<file path="config.mk">
export PLATFORM = sky130hd
export DESIGN_NAME = serial_subtractor
export DESIGN_NICKNAME = d
export VERILOG_FILES = /design/src/rtl/subtractor_pkg.sv /design/src/rtl/full_subtractor.sv /design/src/rtl/serial_subtractor.sv
export SDC_FILE = /design/constraint.sdc
export NUM_CORES = 1
export LEC_CHECK = 0
export CORE_MARGIN = 10
export CORE_UTILIZATION = 40
export DETAILED_ROUTE_END_ITERATION = 10
export GPL_TIMING_DRIVEN = 0
export PLACE_DENSITY = 0.71
export RECOVER_POWER = 25
export SLEW_MARGIN = 20
export SYNTH_ARGS = -nofsm -noshare
export SYNTH_HDL_FRONTEND = slang
export SYNTH_SLANG_ARGS = --single-unit
</file>
<file path="constraint.sdc">
create_clock -name clk -period 3.5 [get_ports clk]
set_clock_uncertainty 0.15 [all_clocks]
set_input_delay 0.525 -clock clk [delete_from_list [all_inputs] [get_ports clk]]
set_output_delay 0.525 -clock clk [all_outputs]
set_load 0.01 [all_outputs]
</file>
<file path="src/rtl/subtractor_pkg.sv">
// Shared definitions for the bit-serial subtractor: FSM state encoding
// and the state type used by the RTL and available to the bench.
package subtractor_pkg;

    localparam logic STATE_IDLE  = 1'b0;
    localparam logic STATE_SHIFT = 1'b1;

    typedef enum logic {
        IDLE  = STATE_IDLE,
        SHIFT = STATE_SHIFT
    } state_t;

endpackage

</file>
<file path="src/rtl/full_subtractor.sv">
// One-bit full subtractor: computes x - y - bin, giving the difference bit
// and the borrow into the next more significant bit.
module full_subtractor (
    input  logic x,
    input  logic y,
    input  logic bin,
    output logic diff,
    output logic bout
);

    assign diff = x ^ y ^ bin;
    assign bout = (~x & y) | (~(x ^ y) & bin);

endmodule

</file>
<file path="src/rtl/serial_subtractor.sv">
// Bit-serial subtractor: d - 2^WIDTH*b_out = a - b - b_in, one bit per clock,
// LSB first, with a one-cycle done pulse when the result is loaded.
module serial_subtractor
    import subtractor_pkg::*;
#(
    parameter int WIDTH = 4
) (
    input  logic             clk,
    input  logic             rst,
    input  logic             start,
    input  logic [WIDTH-1:0] a,
    input  logic [WIDTH-1:0] b,
    input  logic             b_in,
    output logic             busy,
    output logic             done,
    output logic [WIDTH-1:0] d,
    output logic             b_out
);

    localparam int CNT_W = $clog2(WIDTH) + 1;

    state_t           state;
    state_t           next_state;
    logic [WIDTH-1:0] a_sh;
    logic [WIDTH-1:0] b_sh;
    logic [WIDTH-1:0] result;
    logic [WIDTH-1:0] next_result;
    logic             borrow;
    logic [CNT_W-1:0] count;
    logic             bit_diff;
    logic             bit_borrow;
    logic             last_bit;

    full_subtractor u_fs (
        .x    (a_sh[0]),
        .y    (b_sh[0]),
        .bin  (borrow),
        .diff (bit_diff),
        .bout (bit_borrow)
    );

    // New difference bits enter at the MSB so the LSB-first stream ends aligned.
    assign next_result = (result >> 1) | (WIDTH'(bit_diff) << (WIDTH - 1));
    assign last_bit    = (count == CNT_W'(WIDTH - 1));
    assign busy        = (state == SHIFT);

    always_ff @(posedge clk) begin
        if (rst) begin
            state <= IDLE;
        end else begin
            state <= next_state;
        end
    end

    always_comb begin
        next_state = state;
        case (state)
            IDLE:    if (start) next_state = SHIFT;
            SHIFT:   if (last_bit) next_state = IDLE;
            default: next_state = IDLE;
        endcase
    end

    always_ff @(posedge clk) begin
        if (rst) begin
            a_sh   <= '0;
            b_sh   <= '0;
            result <= '0;
            borrow <= 1'b0;
            count  <= '0;
            d      <= '0;
            b_out  <= 1'b0;
            done   <= 1'b0;
        end else begin
            done <= 1'b0;
            case (state)
                IDLE: begin
                    if (start) begin
                        a_sh   <= a;
                        b_sh   <= b;
                        borrow <= b_in;
                        result <= '0;
                        count  <= '0;
                    end
                end
                SHIFT: begin
                    a_sh   <= a_sh >> 1;
                    b_sh   <= b_sh >> 1;
                    result <= next_result;
                    borrow <= bit_borrow;
                    count  <= count + 1'b1;
                    // The final bit edge publishes the result and pulses done.
                    if (last_bit) begin
                        d     <= next_result;
                        b_out <= bit_borrow;
                        done  <= 1'b1;
                    end
                end
                default: ;
            endcase
        end
    end

endmodule

</file>
* After elaboration in Yosys (flattened, before gate mapping) *
Index checks and enable logic that the tools add are counted.
W data, S select, Z words.

storage, ports and cells
  word-level logic and storage cells = 37
  output and inout port bits = 7
  flip-flop bits (word level) = 23

operators by class
  bitwise operators = 9
  muxes and demuxes = 14
  add/subtract/negate cells = 1
  eq/ne operators = 2
  reductions and logical operators = 2

operators with widths
  cell                   number
  $pmux W4 S2            3
  $mux W4                3
  $pmux W3 S2            1
  $mux W1                4
  $or A3 B4 Y4           1
  $pmux W1 S2            2
  $add A3 B1 Y3 const B  1
  $eq A3 B2 Y1 const B   1
  $mux W3                1
  $not A1 Y1             3
  $and A1 B1 Y1          2
  $ne A2 B2 Y1 const B   1
  $reduce_and A2 Y1      1
  $reduce_or A2 Y1       1
  $xor A1 B1 Y1          2
  $or A1 B1 Y1           1

* Logic depth before layout (Yosys ltp) *
  depth in word-level cells = 5
  gate-level depth with buffers = 5
  depth with buffers taken out = 4

* Modules after synthesis *
A second synthesis with hierarchy kept.

unflattened totals
  cells, all modules = 99
  area, all modules = 988.4 µm²

modules (own cells, without submodules)
  module             sequential area each (µm²)  area each (µm²)  cells an instance  instances
  serial_subtractor  440.4                       957.2            95                 1
  full_subtractor    0.0                         31.3             4                  1

* Worst setup path after synthesis *
OpenSTA, ideal clock, no wires.

  path kind = register to register
  from = reg count[0]
  to = reg d[0]
  required time = 3,280 ps
  cell stages (with the launch flop) = 6
  arrival = 1,153 ps
  setup slack = 2,126 ps
  library setup time = 70 ps
  period minus slack after synthesis = 1,374 ps
  cell sequence = dfxtp_1 ha_1 ha_1 buf_2 a21bo_2 a21oi_1

between the ends
  cells in the longest elaborated chain, start to end = 2

RTL lines
  what                         line                     source
  from (decl)                  serial_subtractor.sv:29  logic [CNT_W-1:0] count;
  from (signal assigned)       serial_subtractor.sv:91  count <= count + 1'b1;
  $eq A3 B2 Y1                 serial_subtractor.sv:44  assign last_bit = (count == CNT_W'(WIDTH - 1));
  net last_bit                 serial_subtractor.sv:32  logic last_bit;
  $reduce_and A2 Y1 (no line)  --
  to (signal assigned)         serial_subtractor.sv:94  d <= next_result;
  to (decl)                    serial_subtractor.sv:16  output logic [WIDTH-1:0] d,

The timed path passes the listed nets, and every way through them passes these cells.
A chain may end at the register's enable or synchronous reset.

* Worst setup path after layout *
  from = reg state (netlist: busy)
  to = out busy

RTL lines
  what                    line                     source
  from (decl)             serial_subtractor.sv:22  state_t state;
  from (signal assigned)  serial_subtractor.sv:51  state <= next_state;
  to (decl)               serial_subtractor.sv:14  output logic busy,

No word-level cell between the ends.

==> impl_metrics.csv <==
group,metric,value,unit
route,routed.top_layer,"met4",
setup_path,critPathSlowestCell,"clkdlybuf4s50_1",
grt,antenna_found_initial,0,
floorplanning,die-area,4780,um^2
grt,overflow,0,
logic_synthesis,yosysTopAreaCell,"dfxtp_1",
setup_path,cp-end-kind,"primary output",
grt,grt_pass1_wl,3290,um
route,vias_per_cell,5.06,
setup_path,critPathLaunchType,"flip-flop",
layout,layout_common_cells,"dfxtp_1 (22), clkdlybuf4s50_1 (16), a21oi_1 (12)",
route,routed_wl,1880,um
logic_synthesis,syn-num-nets,112,
route,route.detailed.drc,0,
logic_synthesis,ys_top_cells_by_area,"dfxtp_1 (46%), mux2i_1 (9.3%), a21oi_1 (6.2%)",
layout,seq_area,440,um^2
logic_synthesis,syn-cell-area,965,um^2
power_and_ir_drop,p_sw_share,24.6,%
power_and_ir_drop,leakage,0.000457,uW
power_and_ir_drop,internal_power,336,uW
layout,nets,135,
timing,fmax,487,MHz
layout,n_fill_cell,231,
power_and_ir_drop,p_sw,110,uW
grt,grt_pass1_vias,745,
layout,multi_input_area,463,um^2
route,dr.pass1.iters,4,
setup_path,crit_required,2820,ps
logic_synthesis,ys_ff_latch,22,
cts,tritoncts.num_buffers,3,
setup_path,r2r-start,"count[0]",
cts,cts_sinks,22,
logic_synthesis,netlist_instances,97,
timing,post-route-period-util,58.7,%
setup_path,timing_worst_setup_path_type,"reg2out",
timing,timing.slew.headroom,69.6,%
timing,grt_setup_unrepaired,"false",
place,hpwl,1410,um
setup_path,cp_cell_sequence,"clkdlybuf4s50_1",
cts,ctsResizeCount,0,
floorplanning,die_w,69.1,um
cts,cts_root_buffer,"clkbuf_4",
route,routedLengthMet1,949,um
power_and_ir_drop,p_seq_share,60.4,%
logic_synthesis,synth_mux_area_share,9.34,%
floorplanning,io-pin-count,19,
status,status,"finished clean",
logic_synthesis,synth_compound_area_share,17.5,%
route,wl_met2,797,um
logic_synthesis,syn_area_per_cell,9.95,um^2
route,met3_length,98,um
route,vias,739,
cts,cts_tree,"yes",
setup_path,arrival,1380,ps
logic_synthesis,synth_top_family_by_area,"compound AO/OA/AOI/OAI gates",
timing,finalHoldViolCount,0,
setup_path,crit_path_max_incr_delay,590,ps
place,gp_congestion,0.727,
power_and_ir_drop,clkPwrFrac,25.3,%
logic_synthesis,yosys.area_share.simple,16.5,%
cts,clockBufferDepth,2,
layout,area_delta_synth_final,24.6,%
floorplanning,initial_core_util,42.8,%
run,cap_violations,0,
timing,setup-violations-final,0,
timing,fin_tns_setup,0,ps
grt,grt_max_degree,12,
power_and_ir_drop,power_density,371,nW/um^2
cts,clk_pin_slew,110,ps
logic_synthesis,ys_warn_count,0,
logic_synthesis,synth_cell_types,23,
route,antenna_left,0,
grt,track_usage,7.80,%
route,drt_iter0_markers,20,
cts,clkLatencyLatePin,300,ps
setup_path,cp_max_fo,9,
layout,drive_gt1_share,11.0,%
layout,diodes,0,
timing,tightestPinTransition,456,ps
logic_synthesis,synthAdderAreaFrac,4.67,%
hold_path,hold_path_class,"reg2reg",
logic_synthesis,ys_seq_area_share,45.7,%
hold_path,min-delay-start,"result[3]",
floorplanning,die_h,69.1,um
layout,final_util,53.3,%
cts,cts_hold_buffers,0,
setup_path,crit_path_start,"busy",
layout,layout_commonest_cell,"dfxtp_1",
cts,postCtsSetupBuffers,0,
place,port_buffers,18,
logic_synthesis,synth.top_cell.area_share,45.7,%
setup_path,cp_num_buf_inv,1,
setup_path,critPathTopFamily,"buffers and inverters",
place,preCtsSetupSlack,1580,ps
route,wl_per_cell,12.9,um
power_and_ir_drop,max-vdd-ir-drop,0.161,mV
floorplanning,fp.coreArea,2250,um^2
floorplanning,rows,17,
power_and_ir_drop,p_comb_share,14.4,%
cts,htree_levels,1,
timing,slew_viol_final,0,
logic_synthesis,synthXorXnorAreaFrac,0,%
timing,fin_ws,1440,ps
timing,fin_crit,2060,ps
==> per-stage QoR <==
stage               total power (uW)  hold WS [ps]  cells  cell area, um^2
floorplan                        314           288     97              965
global placement                 339           303    143             1180
detailed placement               340           309    143             1180
CTS                              453           329    146             1200
global route                     467           369    146             1200
finish                           446           319    146             1200
==> state kept, by name (all words and copies together), names as in the netlist <==
name / cells
done: 1
borrow: 1
result: 3
b_sh: 4
d: 4
b_out: 1
count: 3
a_sh: 4
busy: 1
==> cell type report <==
class	count	share of cell area, %
Multi-Input combinational cell	64	38.5
Clock buffer	3	1.87
Inverter	4	1.25
Buffer	7	3.85
Tap cell	28	2.91
Timing Repair Buffer	18	15.0
Sequential cell	22	36.6
==> Yosys cell counts <==
cell type,n
buf_1,1
a21o_1,1
inv_1,4
nor3_1,2
mux2i_1,9
buf_4,3
fa_1,1
buf_2,1
or3b_2,1
nand3_1,4
nor2_1,2
nand2_1,5
a211oi_1,7
dfxtp_1,22
or3b_1,5
nor2b_1,6
clkbuf_1,1
a311oi_1,1
a21oi_1,12
buf_6,1
nand2b_1,2
ha_1,2
a21bo_2,4
==> power by group through the flow <==
| stage | logic, uW | clock network (uW) | registers (uW) |
|---|---|---|---|
| 2_1_floorplan | 40.7 | 0 | 274 |
| 3_3_place_gp | 64.1 | 0 | 275 |
| 3_5_place_dp | 65.2 | 0 | 275 |
| 4_1_cts | 65.3 | 118 | 270 |
| 5_1_grt | 72.3 | 123 | 271 |
| 6_report | 64.1 | 113 | 269 |
==> final timing paths <==
| kind | endpoint | slack [ps] | depth (start not counted) |
|---|---|---|---|
| hold reg to reg | result[2] | 320 | 2 |
| hold / removal | result[2] | 320 | 2 |
| setup reg to reg | d[0] | 2000 | 5 |
| setup / recovery | busy | 1440 | 1 |
==> cells by family after synthesis <==
family                     Yosys count
AOI/OAI and AO/OA                   25
adders and majority gates            3
buffers and inverters               11
DFF                                 22
muxes                                9
and+or+nand+nor                     27
==> metal layers <==
| layer | GRT usage, % | vias up |
|---|---|---|
| met3 | 2.57 | 4 |
| met4 | 3.99 | 0 |
| li1 | - | 385 |
| met1 | 9.11 | 334 |
| met5 | 0 | - |
| met2 | 12.3 | 16 |
No activity file was read; power rests on OpenSTA's default activity.
